### src/rtl/direction_select_ctrl.sv
// Pushbutton conditioner: two-flop synchroniser, debounce FSM and a select
// bit that toggles once per accepted press.
module direction_select_ctrl #(
   parameter int unsigned DEBOUNCE_CYCLES = 16
) (
   input  logic clk,
   input  logic clear,
   input  logic btn_raw,
   output logic select,
   output logic press_pulse,
   output logic btn_stable
);

   localparam int unsigned CNT_WIDTH = $clog2(DEBOUNCE_CYCLES) + 1;
   localparam logic [CNT_WIDTH-1:0] CntLast = CNT_WIDTH'(DEBOUNCE_CYCLES - 1);
   localparam logic [CNT_WIDTH-1:0] CntOne  = CNT_WIDTH'(1);

   typedef enum logic [1:0] {
      IdleLow,
      WaitHigh,
      IdleHigh,
      WaitLow
   } state_t;

   state_t               state, state_next;
   logic [CNT_WIDTH-1:0] cnt, cnt_next;
   logic                 sync_1, sync_2;
   logic                 select_next, press_pulse_next, btn_stable_next;

   always_ff @(posedge clk) begin
      if (clear) begin
         sync_1      <= 1'b0;
         sync_2      <= 1'b0;
         state       <= IdleLow;
         cnt         <= '0;
         select      <= 1'b0;
         press_pulse <= 1'b0;
         btn_stable  <= 1'b0;
      end else begin
         sync_1      <= btn_raw;
         sync_2      <= sync_1;
         state       <= state_next;
         cnt         <= cnt_next;
         select      <= select_next;
         press_pulse <= press_pulse_next;
         btn_stable  <= btn_stable_next;
      end
   end

   always_comb begin
      state_next       = state;
      cnt_next         = cnt;
      select_next      = select;
      press_pulse_next = 1'b0;
      btn_stable_next  = btn_stable;

      unique case (state)
         IdleLow: begin
            if (sync_2) begin
               state_next = WaitHigh;
               cnt_next   = CntOne;
            end else begin
               cnt_next = '0;
            end
         end
         WaitHigh: begin
            if (!sync_2) begin
               state_next = IdleLow;
               cnt_next   = '0;
            end else if (cnt == CntLast) begin
               state_next       = IdleHigh;
               cnt_next         = '0;
               btn_stable_next  = 1'b1;
               press_pulse_next = 1'b1;
               select_next      = ~select;
            end else begin
               cnt_next = cnt + CntOne;
            end
         end
         IdleHigh: begin
            if (!sync_2) begin
               state_next = WaitLow;
               cnt_next   = CntOne;
            end
         end
         WaitLow: begin
            // Release path: no pulse, no toggle.
            if (sync_2) begin
               state_next = IdleHigh;
               cnt_next   = '0;
            end else if (cnt == CntLast) begin
               state_next      = IdleLow;
               cnt_next        = '0;
               btn_stable_next = 1'b0;
            end else begin
               cnt_next = cnt + CntOne;
            end
         end
         default: begin
            state_next = IdleLow;
            cnt_next   = '0;
         end
      endcase
   end

endmodule

### config.mk
export PLATFORM = sky130hd
export DESIGN_NAME = direction_select_ctrl
export DESIGN_NICKNAME = d
export VERILOG_FILES = /design/src/rtl/direction_select_ctrl.sv
export SDC_FILE = /design/constraint.sdc
export NUM_CORES = 1
export LEC_CHECK = 0
export BUFFER_PORTS_ARGS = -buffer_cell sky130_fd_sc_hd__buf_2
export CAP_MARGIN = 10
export CORE_MARGIN = 2
export CORE_UTILIZATION = 40
export CTS_CLUSTER_SIZE = 12
export DETAILED_ROUTE_END_ITERATION = 10
export HOLD_SLACK_MARGIN = 0.02
export PLACE_DENSITY = 0.63
export SLEW_MARGIN = 40
export SYNTH_ARGS = -nofsm -noshare
export SYNTH_HDL_FRONTEND = slang
export SYNTH_SLANG_ARGS = --single-unit
### constraint.sdc
create_clock -name clk -period 1.8 [get_ports clk]
set_input_delay 0 -clock clk [delete_from_list [all_inputs] [get_ports clk]]
set_output_delay 0 -clock clk [all_outputs]
set_load 0.01 [all_outputs]
==> flow_metrics.py <==
metrics = {
    "logic_synthesis": {
        "syn_area_per_cell_sq_um": 8.86,
        "yosys_warnings": 0,
        "synth.area.top_cells": "dfxtp_1 (43%), nand3_1 (6.3%), nand4b_4 (4.3%), nand2_1 (4.0%), o211ai_1 (4.0%)",
        "synth-async-reset-ratio": 0,
        "syn-num-nets": 67,
        "yosysTopAreaCellShare": 0.430,
        "synth-edff-count": 0,
        "netlist_instances": 63,
        "post-synth-top-count-cell": "dfxtp_1",
        "synthDistinctLibCells": 26,
        "synth_top_area_cell": "dfxtp_1",
        "ys_seq_area_frac": 0.430,
        "ys_ff_latch": 12,
        "synth-main-ff-cell": "dfxtp_1",
        "synth_common_cells": "dfxtp_1 (12), nand3_1 (7), nand2_1 (6)",
        "netlist_area_sq_um": 558,
    },
    "die": {
        "initial_core_util": 0.429,
        "io-pin-count": 6,
        "chipHeight_um": 41.4,
        "fp.dieW_um": 41.4,
        "core_sq_um": 1300,
        "rows": 13,
        "die-area_sq_um": 1710,
    },
    "final_layout": {
        "finish.instance_area_sq_um": 631,
        "multi_input_comb_area_sq_um": 289,
        "nets": 74,
        "fill_cells": 127,
        "drive_gt1_frac": 0.145,
        "area_growth_pct": 13.0,
        "n_antenna_cell": 0,
        "regArea_sq_um": 240,
    },
    "grt": {
        "antenna_found_initial": 0,
        "grt_util_all_layers": 0.164,
        "overflow": 0,
        "grt_use_met2": 0.250,
        "grt_pass1_vias": 409,
        "grt_pass1_wl_um": 1770,
        "grt_max_degree": 12,
        "grt_use_met1": 0.214,
        "grt_busiest_layer": "met2",
        "met3_usage": 0.0319,
    },
    "timing": {
        "worstMarginPinSlew_ns": 0.477,
        "finalCritPeriodShare": 0.846,
        "final_max_slew_viol_count": 0,
        "skew_ns": 0.00286,
        "period_needed_ns": 1.52,
        "max_freq_mhz": 657,
        "tns_ns": 0,
        "worst_slew_margin_rel": 0.681,
        "rsz0062_at_grt": "false",
        "finalHoldViolCount": 0,
        "finalWorstSetupSlack_ns": 0.277,
        "setup_viol": 0,
    },
    "placement": {
        "placed_area_sq_um": 584,
        "pre_cts_slack_ns": 0.312,
        "dpl.hpwl_um": 723,
        "port_buffers": 5,
        "gp_congestion": 0.829,
    },
    "setup_path": {
        "crit_buf_inv": 0,
        "crit_path_max_fanout": 6,
        "cpPeakStageDelay_ns": 0.48,
        "worst-r2r-setup-slack_ns": 0.28,
        "rr_worst_depth": 4,
        "r2r-start": "cnt[0]",
        "rr_endpoint": "select",
        "critPathRequiredTime_ns": 2.01,
        "slowest_stage": "or4_1",
        "crit_start": "cnt[0]",
        "arrival_ns": 1.73,
        "cp_cell_sequence": "ha_1 -> nand4b_4 -> or4_1 -> a21oi_1",
        "end_kind": "flip-flop",
        "path_class": "flip-flop to flip-flop",
        "crit_family": "simple AND/OR/NAND/NOR gates",
        "start_kind": "flip-flop",
    },
    "clock_tree": {
        "clk_pin_slew_ns": 0.08,
        "cts_sinks": 12,
        "clockBufferDepth": 2,
        "numCtsBuffers": 3,
        "tritoncts": "done",
        "post-cts-setup-buffers": 0,
        "htreeDepth": 1,
        "root_buffer": "clkbuf_4",
        "clk_latency_ns": 0.27,
    },
    "pwr": {
        "power_frac_clock": 0.423,
        "power_switching_uw": 104,
        "p_sw_frac": 0.207,
        "ir_drop_mv": 0.450,
        "intPower_uw": 398,
        "share_seq_of_total_power": 0.544,
        "power_leakage_nw": 0.283,
        "combPwrFrac": 0.033,
        "p_per_area_nw_per_um2": 795,
    },
    "routing": {
        "drc": 0,
        "drt_iter0_markers": 18,
        "drt_wl_total_um": 1130,
        "dr.pass1.iters": 4,
        "num_vias": 476,
        "ant_nets": 0,
        "avgRoutedWirePerCell_um": 13.4,
        "via_per_inst": 5.67,
    },
    "job": {
        "cap_violations": 0,
    },
    "hold_path": {
        "worstHoldStart": "clear",
        "worst_hold_path_type": "input pin to flip-flop",
        "worstHoldPathCells": 2,
        "hold_end": "select",
    },
    "run_status": {
        "status": "completed",
    },
}
## final cells by class
class | instances | share of cell area
multi-input cells | 44 | 0.458
clock buffers | 4 | 0.0575
well taps | 15 | 0.0298
inverters | 3 | 0.0179
flip-flops and latches | 12 | 0.381
repair buffers | 6 | 0.0556
## timing repair
action	in CTS	in global routing
hold buffers	1	0
resized for setup	0	0
hold endpoints to repair	1	0
## kinds of logic (layout without fill, tap and decap cells)
family                     count (synthesis)  in the layout  share of synthesized area
xor gates and xnor gates                   1              1                     0.0157
buffers and inverters                      7             13                     0.0516
adders and majority gates                  1              1                     0.0224
DFF                                       12             12                      0.430
AOI/OAI and AO/OA                         12             12                      0.141
and+or+nand+nor                           30             30                      0.339
## metal layers
metal	vias to the layer above	share of wire
met4	0	0.0080
met3	2	0.048
met5	-	0
li1	241	-
met2	14	0.48
met1	219	0.47
## power by group through the flow
stage	Sequential [mW]	Combinational (mW)	Clock (mW)
floorplan	0.276	0.0134	0
global placement	0.279	0.0147	0
detailed placement	0.279	0.0148	0
CTS	0.273	0.0166	0.224
global route	0.273	0.0181	0.236
finish	0.273	0.0165	0.212
## layout by cell type, fill, tap and decap left out
cell,count
ha_1,1
buf_2,5
o211ai_1,3
clkbuf_8,1
xor2_1,1
dfxtp_1,12
a2111oi_0,1
dlygate4sd3_1,1
and4b_1,1
nand4b_4,1
o31ai_1,1
nor3b_1,2
nand4bb_1,1
and2b_1,1
clkbuf_4,3
a31oi_1,1
or4_1,1
nor2b_1,3
nand2_1,6
o21ai_0,1
nor2_1,3
nand3_1,7
nand4_1,2
nor3_1,1
o2111ai_1,1
a21oi_1,4
inv_1,3
and3b_1,1
## metrics by stage
step                std cells  power [mW]  utilization  hold WS (ns)
finish                     84       0.501        0.485        0.0292
global route               84       0.527        0.485        0.0351
detailed placement         79       0.294        0.449         0.217
CTS                        84       0.513        0.485        0.0238
global placement           79       0.294        0.449         0.216
floorplan                  63       0.289            -         0.128
## worst max-delay path by stage
stage                     slack [ns]  endpoint  cells after the start
after global routing            0.18    select                      4
after detailed placement        0.31    select                      4
after CTS                       0.29    select                      4
after floorplan                 0.40    select                      4
after global placement          0.35    select                      4
final                           0.28    select                      4
## registers in the layout, indices dropped and copies added, names as in the netlist, named ones only
| signal | count |
|---|---|
| press_pulse | 1 |
| cnt | 5 |
| select | 1 |
| state | 1 |
| sync_2 | 1 |
| sync_1 | 1 |
| btn_stable | 1 |
Power figures use the tool's default switching activity.
